File: config.mk
export PLATFORM = sky130hd
export DESIGN_NAME = decoded_uop_queue
export DESIGN_NICKNAME = d
export VERILOG_FILES = /design/src/rtl/decoded_uop_queue_pkg.sv /design/src/rtl/decoded_uop_queue_flush_point_finder.sv /design/src/rtl/decoded_uop_queue.sv
export SDC_FILE = /design/constraint.sdc
export NUM_CORES = 2
export LEC_CHECK = 0
export ABC_AREA = 0
export BUFFER_PORTS_ARGS = -buffer_cell sky130_fd_sc_hd__buf_2
export CORE_MARGIN = 2
export CORE_UTILIZATION = 30
export CTS_CLUSTER_DIAMETER = 80
export CTS_CLUSTER_SIZE = 25
export DETAILED_ROUTE_END_ITERATION = 7
export PLACE_DENSITY_LB_ADDON = 0.2
export SLEW_MARGIN = 20
export SYNTH_ARGS = -nofsm -noshare
export SYNTH_HDL_FRONTEND = slang
export SYNTH_HIERARCHICAL = 1
export SYNTH_SLANG_ARGS = --single-unit
File: constraint.sdc
create_clock -name clock_i -period 60.4 [get_ports clock_i]
set_clock_uncertainty 0.2 [all_clocks]
set_input_delay 12.08 -clock clock_i [delete_from_list [all_inputs] [get_ports clock_i]]
set_output_delay 12.08 -clock clock_i [all_outputs]
set_load 0.02 [all_outputs]
File: src/rtl/decoded_uop_queue_pkg.sv
// Shared defaults and helpers for the decoded micro-op queue between decode and issue.
// Widths derived from the module parameters are computed where the parameters are known.
package decoded_uop_queue_pkg;

    localparam int unsigned DEF_LANE_COUNT    = 2;
    localparam int unsigned DEF_QUEUE_DEPTH   = 8;
    localparam int unsigned DEF_PAYLOAD_WIDTH = 128;
    localparam int unsigned DEF_ID_WIDTH      = 64;

    function automatic int unsigned lane_popcount(input logic [31:0] v);
        int unsigned n;
        n = 0;
        for (int unsigned i = 0; i < 32; i++) begin
            n += 32'(v[i]);
        end
        return n;
    endfunction

endpackage

File: src/rtl/decoded_uop_queue_flush_point_finder.sv
// Locates the oldest live entry selected for a partial flush:
// rotates the per-index compare vector into age order, masks to occupancy, priority-encodes.
module flush_point_finder #(
    parameter int unsigned queueDepth = 8
) (
    input  logic [$clog2(queueDepth)-1:0]   i_head,
    input  logic [$clog2(queueDepth+1)-1:0] i_count,
    input  logic [queueDepth-1:0]           i_cmpVec,
    output logic [$clog2(queueDepth)-1:0]   o_offset,
    output logic                            o_found
);

    localparam int unsigned PTR_W = $clog2(queueDepth);
    localparam int unsigned CNT_W = $clog2(queueDepth+1);

    logic [queueDepth-1:0] w_live;

    // Bit k of w_live is the entry k positions younger than head, if it is occupied.
    always_comb begin
        w_live = '0;
        for (int unsigned k = 0; k < queueDepth; k++) begin
            w_live[k] = i_cmpVec[i_head + PTR_W'(k)] && (CNT_W'(k) < i_count);
        end
    end

    always_comb begin
        o_found  = 1'b0;
        o_offset = '0;
        for (int unsigned k = 0; k < queueDepth; k++) begin
            if (!o_found && w_live[k]) begin
                o_found  = 1'b1;
                o_offset = PTR_W'(k);
            end
        end
    end

endmodule

File: src/rtl/decoded_uop_queue.sv
// Multi-lane in-order buffer between decode and issue with guaranteed-space stall
// and partial flush of younger (wrong-path) entries by major instruction ID.
module decoded_uop_queue
    import decoded_uop_queue_pkg::*;
#(
    parameter int unsigned laneCount               = DEF_LANE_COUNT,
    parameter int unsigned queueDepth              = DEF_QUEUE_DEPTH,
    parameter int unsigned payloadWidth            = DEF_PAYLOAD_WIDTH,
    parameter int unsigned instructionCounterWidth = DEF_ID_WIDTH
) (
    input  logic                                         clock_i,
    input  logic                                         reset_i,
    input  logic [laneCount-1:0]                         enqValid_i,
    input  logic [laneCount*instructionCounterWidth-1:0] enqMajId_i,
    input  logic [laneCount*payloadWidth-1:0]            enqPayload_i,
    output logic                                         stall_o,
    output logic [laneCount-1:0]                         deqValid_o,
    output logic [laneCount*instructionCounterWidth-1:0] deqMajId_o,
    output logic [laneCount*payloadWidth-1:0]            deqPayload_o,
    input  logic [$clog2(laneCount+1)-1:0]               deqCount_i,
    input  logic                                         flush_i,
    input  logic [instructionCounterWidth-1:0]           flushMajId_i,
    output logic [$clog2(queueDepth+1)-1:0]              count_o,
    output logic                                         overflow_o
);

    localparam int unsigned PTR_W = $clog2(queueDepth);
    localparam int unsigned CNT_W = $clog2(queueDepth+1);
    localparam int unsigned IW    = instructionCounterWidth;
    localparam int unsigned PW    = payloadWidth;
    localparam logic [CNT_W-1:0] STALL_ABOVE = CNT_W'(queueDepth - laneCount);

    logic [IW-1:0]    r_majId   [queueDepth];
    logic [PW-1:0]    r_payload [queueDepth];
    logic [PTR_W-1:0] r_head;
    logic [PTR_W-1:0] r_tail;
    logic [CNT_W-1:0] r_count;
    logic             r_overflow;

    logic                  w_stall;
    logic                  w_anyEnq;
    logic                  w_doEnq;
    logic [CNT_W-1:0]      w_enqNum;
    logic [queueDepth-1:0] w_killVec;
    logic [PTR_W-1:0]      w_flushOff;
    logic                  w_flushFound;

    // Stall uses the registered count only, so a full-width enqueue always fits.
    assign w_stall  = r_count > STALL_ABOVE;
    assign w_anyEnq = |enqValid_i;
    assign w_doEnq  = !flush_i && !w_stall && w_anyEnq;
    assign w_enqNum = CNT_W'(lane_popcount(32'(enqValid_i)));

    always_comb begin
        w_killVec = '0;
        for (int unsigned i = 0; i < queueDepth; i++) begin
            w_killVec[i] = r_majId[i] >= flushMajId_i;
        end
    end

    flush_point_finder #(
        .queueDepth (queueDepth)
    ) u_flush_point_finder (
        .i_head   (r_head),
        .i_count  (r_count),
        .i_cmpVec (w_killVec),
        .o_offset (w_flushOff),
        .o_found  (w_flushFound)
    );

    always_ff @(posedge clock_i) begin
        if (reset_i) begin
            r_head     <= '0;
            r_tail     <= '0;
            r_count    <= '0;
            r_overflow <= 1'b0;
        end else begin
            r_overflow <= !flush_i && w_stall && w_anyEnq;
            if (flush_i) begin
                // Head is kept; only the younger tail of the queue is cut back.
                if (w_flushFound) begin
                    r_tail  <= r_head + w_flushOff;
                    r_count <= CNT_W'(w_flushOff);
                end
            end else begin
                r_head  <= r_head + PTR_W'(deqCount_i);
                r_tail  <= r_tail + (w_doEnq ? PTR_W'(w_enqNum) : '0);
                r_count <= r_count + (w_doEnq ? w_enqNum : '0) - CNT_W'(deqCount_i);
            end
        end
    end

    always_ff @(posedge clock_i) begin
        if (!reset_i && w_doEnq) begin
            for (int unsigned k = 0; k < laneCount; k++) begin
                if (enqValid_i[k]) begin
                    r_majId[r_tail + PTR_W'(k)]   <= enqMajId_i[k*IW +: IW];
                    r_payload[r_tail + PTR_W'(k)] <= enqPayload_i[k*PW +: PW];
                end
            end
        end
    end

    always_comb begin
        deqValid_o   = '0;
        deqMajId_o   = '0;
        deqPayload_o = '0;
        for (int unsigned k = 0; k < laneCount; k++) begin
            deqValid_o[k]            = r_count > CNT_W'(k);
            deqMajId_o[k*IW +: IW]   = r_majId[r_head + PTR_W'(k)];
            deqPayload_o[k*PW +: PW] = r_payload[r_head + PTR_W'(k)];
        end
    end

    assign stall_o    = w_stall;
    assign count_o    = r_count;
    assign overflow_o = r_overflow;

endmodule
==> flow_metrics.env <==
export IMPL_status="completed"
export IMPL_max_freq_ghz=0.0512
export IMPL_core_um2=331000
export IMPL_portBuffers=846
export IMPL_drt_total_wl_um=381000
export IMPL_clock_sinks=1550
export IMPL_switching_share_pct=32.6
export IMPL_path_clk_slew_ns=0.08
export IMPL_synth_cells=6153
export IMPL_yosys_warnings=6
export IMPL_antenna_found_initial=155
export IMPL_ctsHoldBuffers=0
export IMPL_grt_pass1_wl_um=532000
export IMPL_numCtsBuffers=124
export IMPL_synth_top_area_share_pct=46.3
export IMPL_hold_class="register to register"
export IMPL_synth_async_reset_ratio_pct=0
export IMPL_synth_distinct_cells=68
export IMPL_die_h_um=580
export IMPL_postSynthAreaPerCell_um2=16.2
export IMPL_setup_tns_final_ns=0
export IMPL_synth_edff_count=1536
export IMPL_grt_max_degree=96
export IMPL_synthTopCellsByArea="edfxtp_1 (46%), mux2_2 (22%), mux4_2 (17%)"
export IMPL_cts_path_max_buffers=4
export IMPL_cts_tree="yes"
export IMPL_synth_nets=7141
export IMPL_overflow=0
export IMPL_track_usage_pct=22.0
export IMPL_synth_common_cells="mux2_2 (1920), edfxtp_1 (1536), mux4_2 (769), ha_1 (528), a21oi_1 (197)"
export IMPL_cp_data_arrival_time_ns=7.25
export IMPL_p_comb_share_pct=25.9
export IMPL_fillers=31900
export IMPL_worstMarginPinSlew_ns=1.18
export IMPL_p_int_mw=1.99
export IMPL_synth_ff_type="edfxtp_1"
export IMPL_seq_area_frac_synth_pct=46.6
export IMPL_num_rows=211
export IMPL_ioPinCount=847
export IMPL_vias_per_cell=5.68
export IMPL_cts_post_setup_buffers_inserted=0
export IMPL_max_slew_margin_pct=21.1
export IMPL_start_kind="register"
export IMPL_synthToLayoutAreaGrowth_pct=13.8
export IMPL_drt_iter0_drc=5304
export IMPL_post_drt_wl_per_cell_um=33.4
export IMPL_drive_above_1_share_pct=56.2
export IMPL_finalPower_mw=2.96
export IMPL_hold_viol=0
export IMPL_synth_most_common_cell="mux2_2"
export IMPL_cts_htree_levels=3
export IMPL_powerDensity_nw_per_um2=26.1
export IMPL_clock_latency_ns=0.88
export IMPL_crit_fanout=42
export IMPL_die_w_um=580
export IMPL_maxCapViolations=0
export IMPL_slew_viol_final=0
export IMPL_p_seq_share_pct=43.1
export IMPL_ys_seq_elements=1550
export IMPL_period_needed_ns=19.53
export IMPL_dp_hpwl_um=246000
export IMPL_nets=7843
export IMPL_cts_root_buf="clkbuf_16"
export IMPL_ctsResizeCount=0
export IMPL_vias=64700
export IMPL_dr_pass1_iters=5
export IMPL_syn_area_um2=99600
export IMPL_rsz0062_at_grt="no"
export IMPL_vdd_drop_max_uv=27.8
export IMPL_finalCritPeriodShare_pct=32.3
export IMPL_antenna_left=0
export IMPL_dieArea_um2=337000
export IMPL_pwr_share_clk_pct=31.0
export IMPL_drc=0
export IMPL_crit_path_end_kind="output port"
export IMPL_crit_required_ns=48.12
export IMPL_leakagePower_nw=39.0
export IMPL_synth_largest_area_cell="edfxtp_1"
export IMPL_p_sw_uw=966
export IMPL_start_util_pct=30.1
export IMPL_grt_pass1_vias=66900
export IMPL_whs_ns=0.501
export IMPL_setup_violations=0
export IMPL_gp_congestion=0.894
export IMPL_path_class="register to output port"
==> path summary, 6_finish.rpt <==
path	startpoint	endpoint	slack [ns]	cells past startpoint
worst max-delay path	register	deqPayload_o[87]	40.87	8
worst min-delay path	count_o[2]	count_o[2]	0.50	2
worst max register to register	r_majId[0][0]	r_tail[2]	53.69	20
worst min register to register	count_o[2]	count_o[2]	0.50	2
==> layer usage <==
metal / routed length [µm] / track usage (%) / part of all wire, % / up-vias
li1: - / - / - / 27200
met1: 160000 / 28.9 / 42 / 34600
met2: 181000 / 36.0 / 48 / 2330
met3: 28300 / 5.06 / 7.4 / 559
met4: 11000 / 6.38 / 2.9 / 114
met5: 716 / 0 / 0.19 / -
==> cells by family after synthesis <==
| kind of cell | Yosys count | synth area share (%) |
|---|---|---|
| AO/OA/AOI/OAI | 462 | 2.86 |
| XOR/XNOR | 10 | 0.0879 |
| adder cells (fa/ha/maj) | 533 | 6.73 |
| buffers and inverters | 487 | 2.26 |
| flip-flops | 1550 | 46.6 |
| multiplexers | 2711 | 39.5 |
| AND/OR/NAND/NOR | 400 | 2.02 |
==> registers in the layout, indices dropped and copies added (netlist names), named ones only <==
register	count
overflow_o	1
r_head	3
r_payload	1024
count_o	4
r_tail	3
r_majId	512
==> placed cells by master (no fill, tap or decap), types with 9 or more instances in the layout <==
cell       instances
mux2_2          1920
edfxtp_1        1536
buf_2            846
mux4_2           769
ha_1             527
a21oi_1          197
clkbuf_16        127
nand2_1          120
buf_4            106
inv_1             98
a21o_1            90
nand4_1           82
diode_2           79
o21ai_0           74
nor2_1            61
nand3_1           33
nor3_1            26
a211oi_1          20
inv_8             19
nor4_1            17
inv_6             16
clkinv_8          15
mux2i_1           13
o211ai_1          11
buf_12            11
a221oi_1          10
dfxtp_1           10
inv_12             9
clkinv_4           9
mux4_1             9
==> layout make-up <==
cell class                      count  area, µm²  area share (%)
Multi-Input combinational cell   4116      51200            45.2
Clock buffer                      134       3200            2.83
Tap cell                         4366       5460            4.82
Inverter                           98        368           0.325
Clock inverter                     95       1190            1.05
Antenna cell                       79        198           0.174
Timing Repair Buffer              965       5290            4.67
Sequential cell                  1550      46400            41.0
==> power by group through the flow <==
stage	combinational, mW	clock (mW)	sequential, mW
floorplan	0.482	0	1.31
detailed placement	0.768	0	1.30
finish	0.766	0.916	1.28
CTS	0.772	0.941	1.28
global route	0.813	0.972	1.28
global placement	0.764	0	1.30
==> metrics by stage <==
step / instance area, µm² / setup slack [ns] / instances / util (%)
finish: 113000 / 40.87 / 11400 / 34.3
floorplan: 99600 / 32.16 / 6153 / -
detailed placement: 109000 / 41.48 / 11100 / 32.9
CTS: 113000 / 40.49 / 11300 / 34.2
global placement: 109000 / 41.53 / 11100 / 32.9
global route: 113000 / 40.27 / 11400 / 34.3
==> worst max-delay path: stages (launching register included) <==
cell     delay [ns]
dfxtp_4        0.93
buf_4          0.81
buf_4          0.78
buf_4          0.87
buf_4          0.82
buf_4          0.72
mux4_2         0.59
mux2_2         0.33
buf_2          0.17
Power figures use the tool's default switching activity.
